$ cat config.mk
export PLATFORM = sky130hd
export DESIGN_NAME = ntt_pair_feeder_flat
export DESIGN_NICKNAME = d
export VERILOG_FILES = /design/src/rtl/ntt_pair_feeder_if.sv /design/src/rtl/ntt_pair_feeder.sv /design/src/flat_wrapper.sv
export SDC_FILE = /design/constraint.sdc
export NUM_CORES = 1
export LEC_CHECK = 0
export CORE_ASPECT_RATIO = 2
export CORE_MARGIN = 2
export CORE_UTILIZATION = 45
export DETAILED_ROUTE_END_ITERATION = 7
export PLACE_DENSITY_LB_ADDON = 0.2
export REMOVE_ABC_BUFFERS = 1
export SYNTH_ARGS = -nofsm -noshare
export SYNTH_HDL_FRONTEND = slang
export SYNTH_SLANG_ARGS = --single-unit
export TNS_END_PERCENT = 100
$ cat constraint.sdc
create_clock -name clk_i -period 4.6 [get_ports clk_i]
set_input_delay 0.92 -clock clk_i [delete_from_list [all_inputs] [get_ports clk_i]]
set_output_delay 0.92 -clock clk_i [all_outputs]
set_load 0.05 [all_outputs]
$ cat src/rtl/ntt_pair_feeder_if.sv
// rtl/ntt_pair_feeder_if.sv - issue/write-back bus between the NTT pair feeder and the butterfly datapath
interface ntt_pair_feeder_if #(
  parameter int LOG_N  = 8,
  parameter int ZETA_W = 7
);
  logic              stall_i;
  logic [LOG_N-1:0]  rd_addr1_o;
  logic [LOG_N-1:0]  rd_addr2_o;
  logic [ZETA_W-1:0] zeta_idx_o;
  logic              issue_valid_o;
  logic [LOG_N-1:0]  wr_addr1_o;
  logic [LOG_N-1:0]  wr_addr2_o;
  logic              wr_en_o;

  modport master (
    input  stall_i,
    output rd_addr1_o, rd_addr2_o, zeta_idx_o, issue_valid_o,
    output wr_addr1_o, wr_addr2_o, wr_en_o
  );

  modport slave (
    output stall_i,
    input  rd_addr1_o, rd_addr2_o, zeta_idx_o, issue_valid_o,
    input  wr_addr1_o, wr_addr2_o, wr_en_o
  );
endinterface

$ cat src/rtl/ntt_pair_feeder.sv
// rtl/ntt_pair_feeder.sv - NTT/INTT butterfly pair sequencer with write-back delay line; NTT_FEED_PERF_EN adds perf counters
module ntt_pair_feeder #(
  parameter int LOG_N      = 8,
  parameter int NUM_LAYERS = 7,
  parameter int PIPE_LAT   = 4,
  parameter int ZETA_W     = 7
) (
  input  logic               clk_i,
  input  logic               reset_ni,
  input  logic               start_i,
  input  logic               inv_i,
  ntt_pair_feeder_if.master  bus,
  output logic [2:0]         layer_o,
  output logic               busy_o,
  output logic               done_o
`ifdef NTT_FEED_PERF_EN
  ,
  output logic [15:0]        perf_cycles_o,
  output logic [15:0]        stall_cnt_o
`endif
);

  // Butterfly index within a layer: N/2 butterflies need LOG_N-1 bits.
  localparam int BW = LOG_N - 1;
  localparam logic [BW-1:0] LAST_B     = '1;
  localparam logic [2:0]    LAST_LAYER = 3'(NUM_LAYERS - 1);

  typedef enum logic [1:0] {S_IDLE, S_ISSUE, S_LWAIT, S_DONE} state_t;

  state_t        state_q, state_d;
  logic          inv_q, inv_d;
  logic [2:0]    layer_q, layer_d;
  logic [BW-1:0] bfly_q, bfly_d;
  logic          issue;
  logic          drain_busy;

  // Address generation: the pair index j is the butterfly index with a zero
  // bit inserted at position log2(L); the partner simply sets that bit.
  int               lsh;
  logic [LOG_N-1:0] half, mask, bext, j_addr, grp, zeta_full;

  // Write-back delay line, stage PIPE_LAT-1 drives the write port.
  logic             sr_v  [PIPE_LAT];
  logic [LOG_N-1:0] sr_a1 [PIPE_LAT];
  logic [LOG_N-1:0] sr_a2 [PIPE_LAT];

  // Pair addresses and zeta index derived from layer and butterfly index
  always_comb begin
    lsh  = inv_q ? (int'(layer_q) + 1) : (LOG_N - 1 - int'(layer_q));
    half = LOG_N'(1) << lsh;
    mask = half - LOG_N'(1);
    bext = {1'b0, bfly_q};
    j_addr = bext + (bext & ~mask);
    grp  = bext >> lsh;
    if (inv_q) zeta_full = ((LOG_N'(1) << (LOG_N - 1)) >> layer_q) - LOG_N'(1) - grp;
    else       zeta_full = (LOG_N'(1) << layer_q) + grp;
  end

  // Drain is complete once only the output stage (or nothing) still holds data
  always_comb begin
    drain_busy = 1'b0;
    for (int i = 0; i < PIPE_LAT - 1; i++) drain_busy = drain_busy | sr_v[i];
  end

  // Next-state and control outputs
  always_comb begin
    state_d = state_q;
    inv_d   = inv_q;
    layer_d = layer_q;
    bfly_d  = bfly_q;
    issue   = 1'b0;
    busy_o  = 1'b0;
    done_o  = 1'b0;
    case (state_q)
      S_IDLE: begin
        if (start_i) begin
          state_d = S_ISSUE;
          inv_d   = inv_i;
          layer_d = '0;
          bfly_d  = '0;
        end
      end
      S_ISSUE: begin
        busy_o = 1'b1;
        if (!bus.stall_i) begin
          issue = 1'b1;
          if (bfly_q == LAST_B) begin
            state_d = S_LWAIT;
            bfly_d  = '0;
          end else begin
            bfly_d = bfly_q + BW'(1);
          end
        end
      end
      S_LWAIT: begin
        busy_o = 1'b1;
        if (!drain_busy) begin
          if (layer_q == LAST_LAYER) begin
            state_d = S_DONE;
          end else begin
            layer_d = layer_q + 3'd1;
            state_d = S_ISSUE;
          end
        end
      end
      S_DONE: begin
        done_o  = 1'b1;
        state_d = S_IDLE;
      end
      default: state_d = S_IDLE;
    endcase
  end

  // FSM state, latched direction, layer and butterfly counters
  always_ff @(posedge clk_i or negedge reset_ni) begin
    if (!reset_ni) begin
      state_q <= S_IDLE;
      inv_q   <= 1'b0;
      layer_q <= '0;
      bfly_q  <= '0;
    end else begin
      state_q <= state_d;
      inv_q   <= inv_d;
      layer_q <= layer_d;
      bfly_q  <= bfly_d;
    end
  end

  // Write-back delay line shifts every cycle, independent of stall
  always_ff @(posedge clk_i or negedge reset_ni) begin
    if (!reset_ni) begin
      for (int i = 0; i < PIPE_LAT; i++) begin
        sr_v[i]  <= 1'b0;
        sr_a1[i] <= '0;
        sr_a2[i] <= '0;
      end
    end else begin
      sr_v[0]  <= issue;
      sr_a1[0] <= j_addr;
      sr_a2[0] <= j_addr | half;
      for (int i = 1; i < PIPE_LAT; i++) begin
        sr_v[i]  <= sr_v[i-1];
        sr_a1[i] <= sr_a1[i-1];
        sr_a2[i] <= sr_a2[i-1];
      end
    end
  end

  // Read side is only driven while in ISSUE so idle/drain cycles show zeros
  assign bus.issue_valid_o = issue;
  assign bus.rd_addr1_o    = (state_q == S_ISSUE) ? j_addr : '0;
  assign bus.rd_addr2_o    = (state_q == S_ISSUE) ? (j_addr | half) : '0;
  assign bus.zeta_idx_o    = (state_q == S_ISSUE) ? ZETA_W'(zeta_full) : '0;
  assign bus.wr_en_o       = sr_v[PIPE_LAT-1];
  assign bus.wr_addr1_o    = sr_v[PIPE_LAT-1] ? sr_a1[PIPE_LAT-1] : '0;
  assign bus.wr_addr2_o    = sr_v[PIPE_LAT-1] ? sr_a2[PIPE_LAT-1] : '0;
  assign layer_o           = layer_q;

`ifdef NTT_FEED_PERF_EN
  // Busy-cycle and stall-cycle counters, cleared on start and held after done
  always_ff @(posedge clk_i or negedge reset_ni) begin
    if (!reset_ni) begin
      perf_cycles_o <= '0;
      stall_cnt_o   <= '0;
    end else if (state_q == S_IDLE && start_i) begin
      perf_cycles_o <= '0;
      stall_cnt_o   <= '0;
    end else begin
      if (busy_o) perf_cycles_o <= perf_cycles_o + 16'd1;
      if (state_q == S_ISSUE && bus.stall_i) stall_cnt_o <= stall_cnt_o + 16'd1;
    end
  end
`endif

endmodule
$ cat src/flat_wrapper.sv
// flat-port wrapper written by rule: the top's interface ports become plain ports
module ntt_pair_feeder_flat 
#(
  parameter int LOG_N      = 8,
  parameter int NUM_LAYERS = 7,
  parameter int PIPE_LAT   = 4,
  parameter int ZETA_W     = 7
)
  (clk_i, reset_ni, start_i, inv_i, layer_o, busy_o, done_o, bus_stall_i, bus_rd_addr1_o, bus_rd_addr2_o, bus_zeta_idx_o, bus_issue_valid_o, bus_wr_addr1_o, bus_wr_addr2_o, bus_wr_en_o);
  ntt_pair_feeder_if #(.LOG_N(LOG_N), .ZETA_W(ZETA_W)) bus_i ();
  input  logic clk_i;
  input  logic reset_ni;
  input  logic start_i;
  input  logic inv_i;
  output logic [2:0] layer_o;
  output logic busy_o;
  output logic done_o;
  input wire logic [$bits(bus_i.stall_i)-1:0] bus_stall_i;
  output wire logic [$bits(bus_i.rd_addr1_o)-1:0] bus_rd_addr1_o;
  output wire logic [$bits(bus_i.rd_addr2_o)-1:0] bus_rd_addr2_o;
  output wire logic [$bits(bus_i.zeta_idx_o)-1:0] bus_zeta_idx_o;
  output wire logic [$bits(bus_i.issue_valid_o)-1:0] bus_issue_valid_o;
  output wire logic [$bits(bus_i.wr_addr1_o)-1:0] bus_wr_addr1_o;
  output wire logic [$bits(bus_i.wr_addr2_o)-1:0] bus_wr_addr2_o;
  output wire logic [$bits(bus_i.wr_en_o)-1:0] bus_wr_en_o;
  assign bus_i.stall_i = bus_stall_i;
  assign bus_rd_addr1_o = bus_i.rd_addr1_o;
  assign bus_rd_addr2_o = bus_i.rd_addr2_o;
  assign bus_zeta_idx_o = bus_i.zeta_idx_o;
  assign bus_issue_valid_o = bus_i.issue_valid_o;
  assign bus_wr_addr1_o = bus_i.wr_addr1_o;
  assign bus_wr_addr2_o = bus_i.wr_addr2_o;
  assign bus_wr_en_o = bus_i.wr_en_o;
  ntt_pair_feeder #(.LOG_N(LOG_N), .NUM_LAYERS(NUM_LAYERS), .PIPE_LAT(PIPE_LAT), .ZETA_W(ZETA_W)) u_core (.clk_i(clk_i), .reset_ni(reset_ni), .start_i(start_i), .inv_i(inv_i), .bus(bus_i), .layer_o(layer_o), .busy_o(busy_o), .done_o(done_o));
endmodule
==> impl_metrics.json <==
{
  "area_growth_pct": 38.0,
  "violations": "negative setup slack",
  "startpoint_type": "flop",
  "cts_root_buf": "clkbuf_16",
  "finalHoldViolations": 0,
  "fillers": 736,
  "worstHoldStart": "u_core.sr_a2[14]",
  "ys.warnings.count": 0,
  "p_int_mw": 2.35,
  "power_mw": 4.03,
  "antenna_found_initial": 0,
  "ys_ff_latch": 81,
  "switching_share_pct": 41.7,
  "critPathRequiredTime_ns": 3.68,
  "pin_count": 51,
  "gr-total-overflow": 0,
  "cts.path.max_buffers": 2,
  "fin_util_pct": 64.4,
  "top_layer": "met4",
  "gp_congestion": 0.913,
  "wl_met2_mm": 5.88,
  "cts_hold_buf": 0,
  "avgSynthCellArea_um2": 10.4,
  "dominantRegCellSynth": "dfrtp_1",
  "port_buffers": 50,
  "crit_fanout": 4,
  "rsz0062_at_grt": "yes",
  "tightestPinTransition_ns": 0.957,
  "layout-drive-gt1-share_pct": 28.6,
  "critical_path_class": "reg -> out",
  "drc": 0,
  "grt_max_degree": 82,
  "wl_mm": 9.98,
  "drt-initial-drc-count": 174,
  "core_mm2": 0.00901,
  "cp-end-kind": "output pin",
  "grt_pass1_vias": 3253,
  "seqPwrFrac_pct": 23.7,
  "final_max_slew_viol_count": 0,
  "drtPass1Iterations": 4,
  "finalCriticalPeriod_ns": 4.88,
  "p_clk_share_pct": 17.6,
  "maxCapViolCount": 0,
  "r2r_slack_ns": 1.24,
  "cts_sinks": 81,
  "r2r-start": "u_core.layer_o[0]",
  "synth.yosys.seq_area_share_pct": 48.2,
  "clkTransAtPathRegs_ns": 0.06,
  "wl_per_cell_um": 16.7,
  "drt-met1-wl_mm": 3.29,
  "combinationalPowerShare_pct": 58.7,
  "hold_ws_ns": 0.342,
  "multi_input_area_mm2": 0.00222,
  "max-vdd-ir-drop_v": 0.000456,
  "via_count": 3266,
  "synthCells": 403,
  "netlist_area_mm2": 0.00421,
  "critPathArrivalTime_ns": 3.96,
  "max_slew_margin_pct": 36.2,
  "skew_ns": 0.00724,
  "rows": 49,
  "wl_met3_um": 308,
  "grt_pass1_wl_mm": 16.0,
  "hold_path_class": "reg -> reg",
  "postRouteAntennaNets": 0,
  "insertion_delay_ns": 0.33,
  "synthArstFlopShare_pct": 100,
  "htreeDepth": 3,
  "numCtsBuffers": 9,
  "timing.fmax_ghz": 0.205,
  "finalWorstSetupSlack_ns": -0.278,
  "setup_viol": 4,
  "seqCellArea_mm2": 0.00203,
  "status": "finished, violations left",
  "dpl.hpwl_mm": 7.62,
  "setup.worst_path.start": "u_core.layer_o[1]",
  "dieArea_mm2": 0.0102,
  "gr-usage-all-layers_pct": 21.0,
  "power_density_mw_per_mm2": 695,
  "power.switching_mw": 1.68,
  "die_h_um": 141,
  "post_drt_via_cell_ratio": 5.46,
  "die_w_um": 72.4,
  "p_leak_nw": 2.75,
  "antenna_cells": 0,
  "min_period_over_period_pct": 106,
  "cts_tree": "built",
  "synth_edf_count": 0,
  "ys_types": 59,
  "fin_nets": 524,
  "start_util_pct": 46.7
}
synth_stat cells (5+ instances only):
cell / number / share of area (%)
inv_1: 30 / 2.7
nor2_1: 21 / 1.9
mux2i_1: 8 / 1.9
a21o_1: 6 / 1.1
a21oi_1: 20 / 2.4
clkbuf_1: 11 / 0.98
xnor2_1: 11 / 2.3
ha_1: 25 / 7.4
and2_1: 28 / 4.2
nand2_1: 31 / 2.8
nand2b_1: 5 / 0.74
and3_1: 5 / 0.74
dfrtp_1: 81 / 48
o21ai_0: 21 / 2.5
o21a_1: 5 / 0.89
nand3_1: 8 / 0.95
nor2b_1: 13 / 1.9
power groups by stage:
stage | logic (mW) | registers (mW) | clock network, mW
2_1_floorplan | 1.20 | 1.04 | 0
4_1_cts | 2.24 | 0.958 | 0.727
3_3_place_gp | 2.08 | 0.958 | 0
6_report | 2.37 | 0.955 | 0.710
3_5_place_dp | 2.10 | 0.970 | 0
5_1_grt | 2.53 | 0.974 | 0.762
per-layer routing:
metal / vias to the layer above / GRT usage [%]
met5: - / 0
met3: 25 / 4.43
met4: 0 / 12.7
met2: 85 / 39.5
li1: 1549 / -
met1: 1607 / 19.7
path summary, 6_finish.rpt:
check,end,cells after the start
min,u_core.sr_a2[6],0
max reg2reg,u_core.sr_a2[30],14
min reg2reg,u_core.sr_a2[6],0
max in group asynchronous,u_core.sr_a2[30],1
min in group asynchronous,u_core.state_q[1],1
max,bus_zeta_idx_o[6],18
kinds of logic after synthesis:
kind of cell	after synthesis	synth area share (%)
adder cells (fa/ha/maj)	27	8.39
AO/OA/AOI/OAI	81	12.8
multiplexers	13	3.96
buffers and inverters	46	4.43
XOR/XNOR	15	3.12
AND/OR/NAND/NOR	140	19.1
flip-flops	81	48.2
area by class of cell:
cell class | count | area share [%]
flip-flops and latches | 81 | 34.9
multi-input cells | 276 | 38.2
repair buffers | 94 | 17.5
clock buffers | 11 | 4.36
inverters | 30 | 1.94
clock inverters | 4 | 0.884
well taps | 102 | 2.20
worst max-delay path: stages, from the launching register on:
cell	delay [ns]
dfrtp_1	0.41
inv_2	0.09
ha_4	0.20
mux2i_1	0.15
buf_4	0.17
mux4_2	0.50
nor2_2	0.13
a211oi_2	0.06
ha_2	0.20
inv_2	0.05
fa_2	0.21
nor2b_4	0.05
o21ai_2	0.14
a21oi_2	0.08
o21a_1	0.19
or4_1	0.39
nand4_1	0.13
mux2i_2	0.28
buf_12	0.17
sequential cells by signal (all words and copies together), names as in the netlist:
| register | cells |
|---|---|
| u_core.state_q | 2 |
| u_core.inv_q | 1 |
| u_core.bfly_q | 7 |
| u_core.sr_a1 | 32 |
| u_core.sr_a2 | 32 |
| u_core.sr_v | 3 |
| u_core.layer_o | 3 |
| u_core.bus.wr_en_o | 1 |
metrics by stage:
stage | setup slack, ns | cell area [um^2] | TNS, ns | instances
2_1_floorplan | -1.50 | 4130 | -8.32 | 387
3_3_place_gp | -0.0908 | 5210 | -0.140 | 575
3_5_place_dp | -0.217 | 5210 | -0.325 | 575
4_1_cts | -0.285 | 5670 | -0.710 | 595
5_1_grt | -0.508 | 5800 | -2.08 | 598
6_report | -0.278 | 5800 | -0.643 | 598
cell usage in the layout (no fill, tap or decap), drive strengths merged, types with 3 or more instances in the layout:
master         Yosys  final
nor2b             13     13
a21o               6      6
a31oi              3      3
xor2               4      4
and2              28     28
inv               30     31
o21a               6      6
a211oi             4      4
o211ai             5      5
or3b               4      4
o21ai             22     22
nor2              21     21
a21oi             21     21
nand3              9      9
mux2i              8      8
or3                4      4
ha                25     25
a22o               5      5
or2                4      4
and3               5      5
clkbuf            11     11
buf                5     66
mux2               3      3
clkdlybuf4s50      0     28
xnor2             11     11
nand4              4      4
dfrtp             81     81
nand2             31     31
nand2b             5      5
repair_timing:
item,in CTS,in global routing
pin swaps,15,17
gates resized for setup,30,21
buffers inserted,5,3
setup endpoints to repair,11,14
Power figures use the tool's default switching activity.
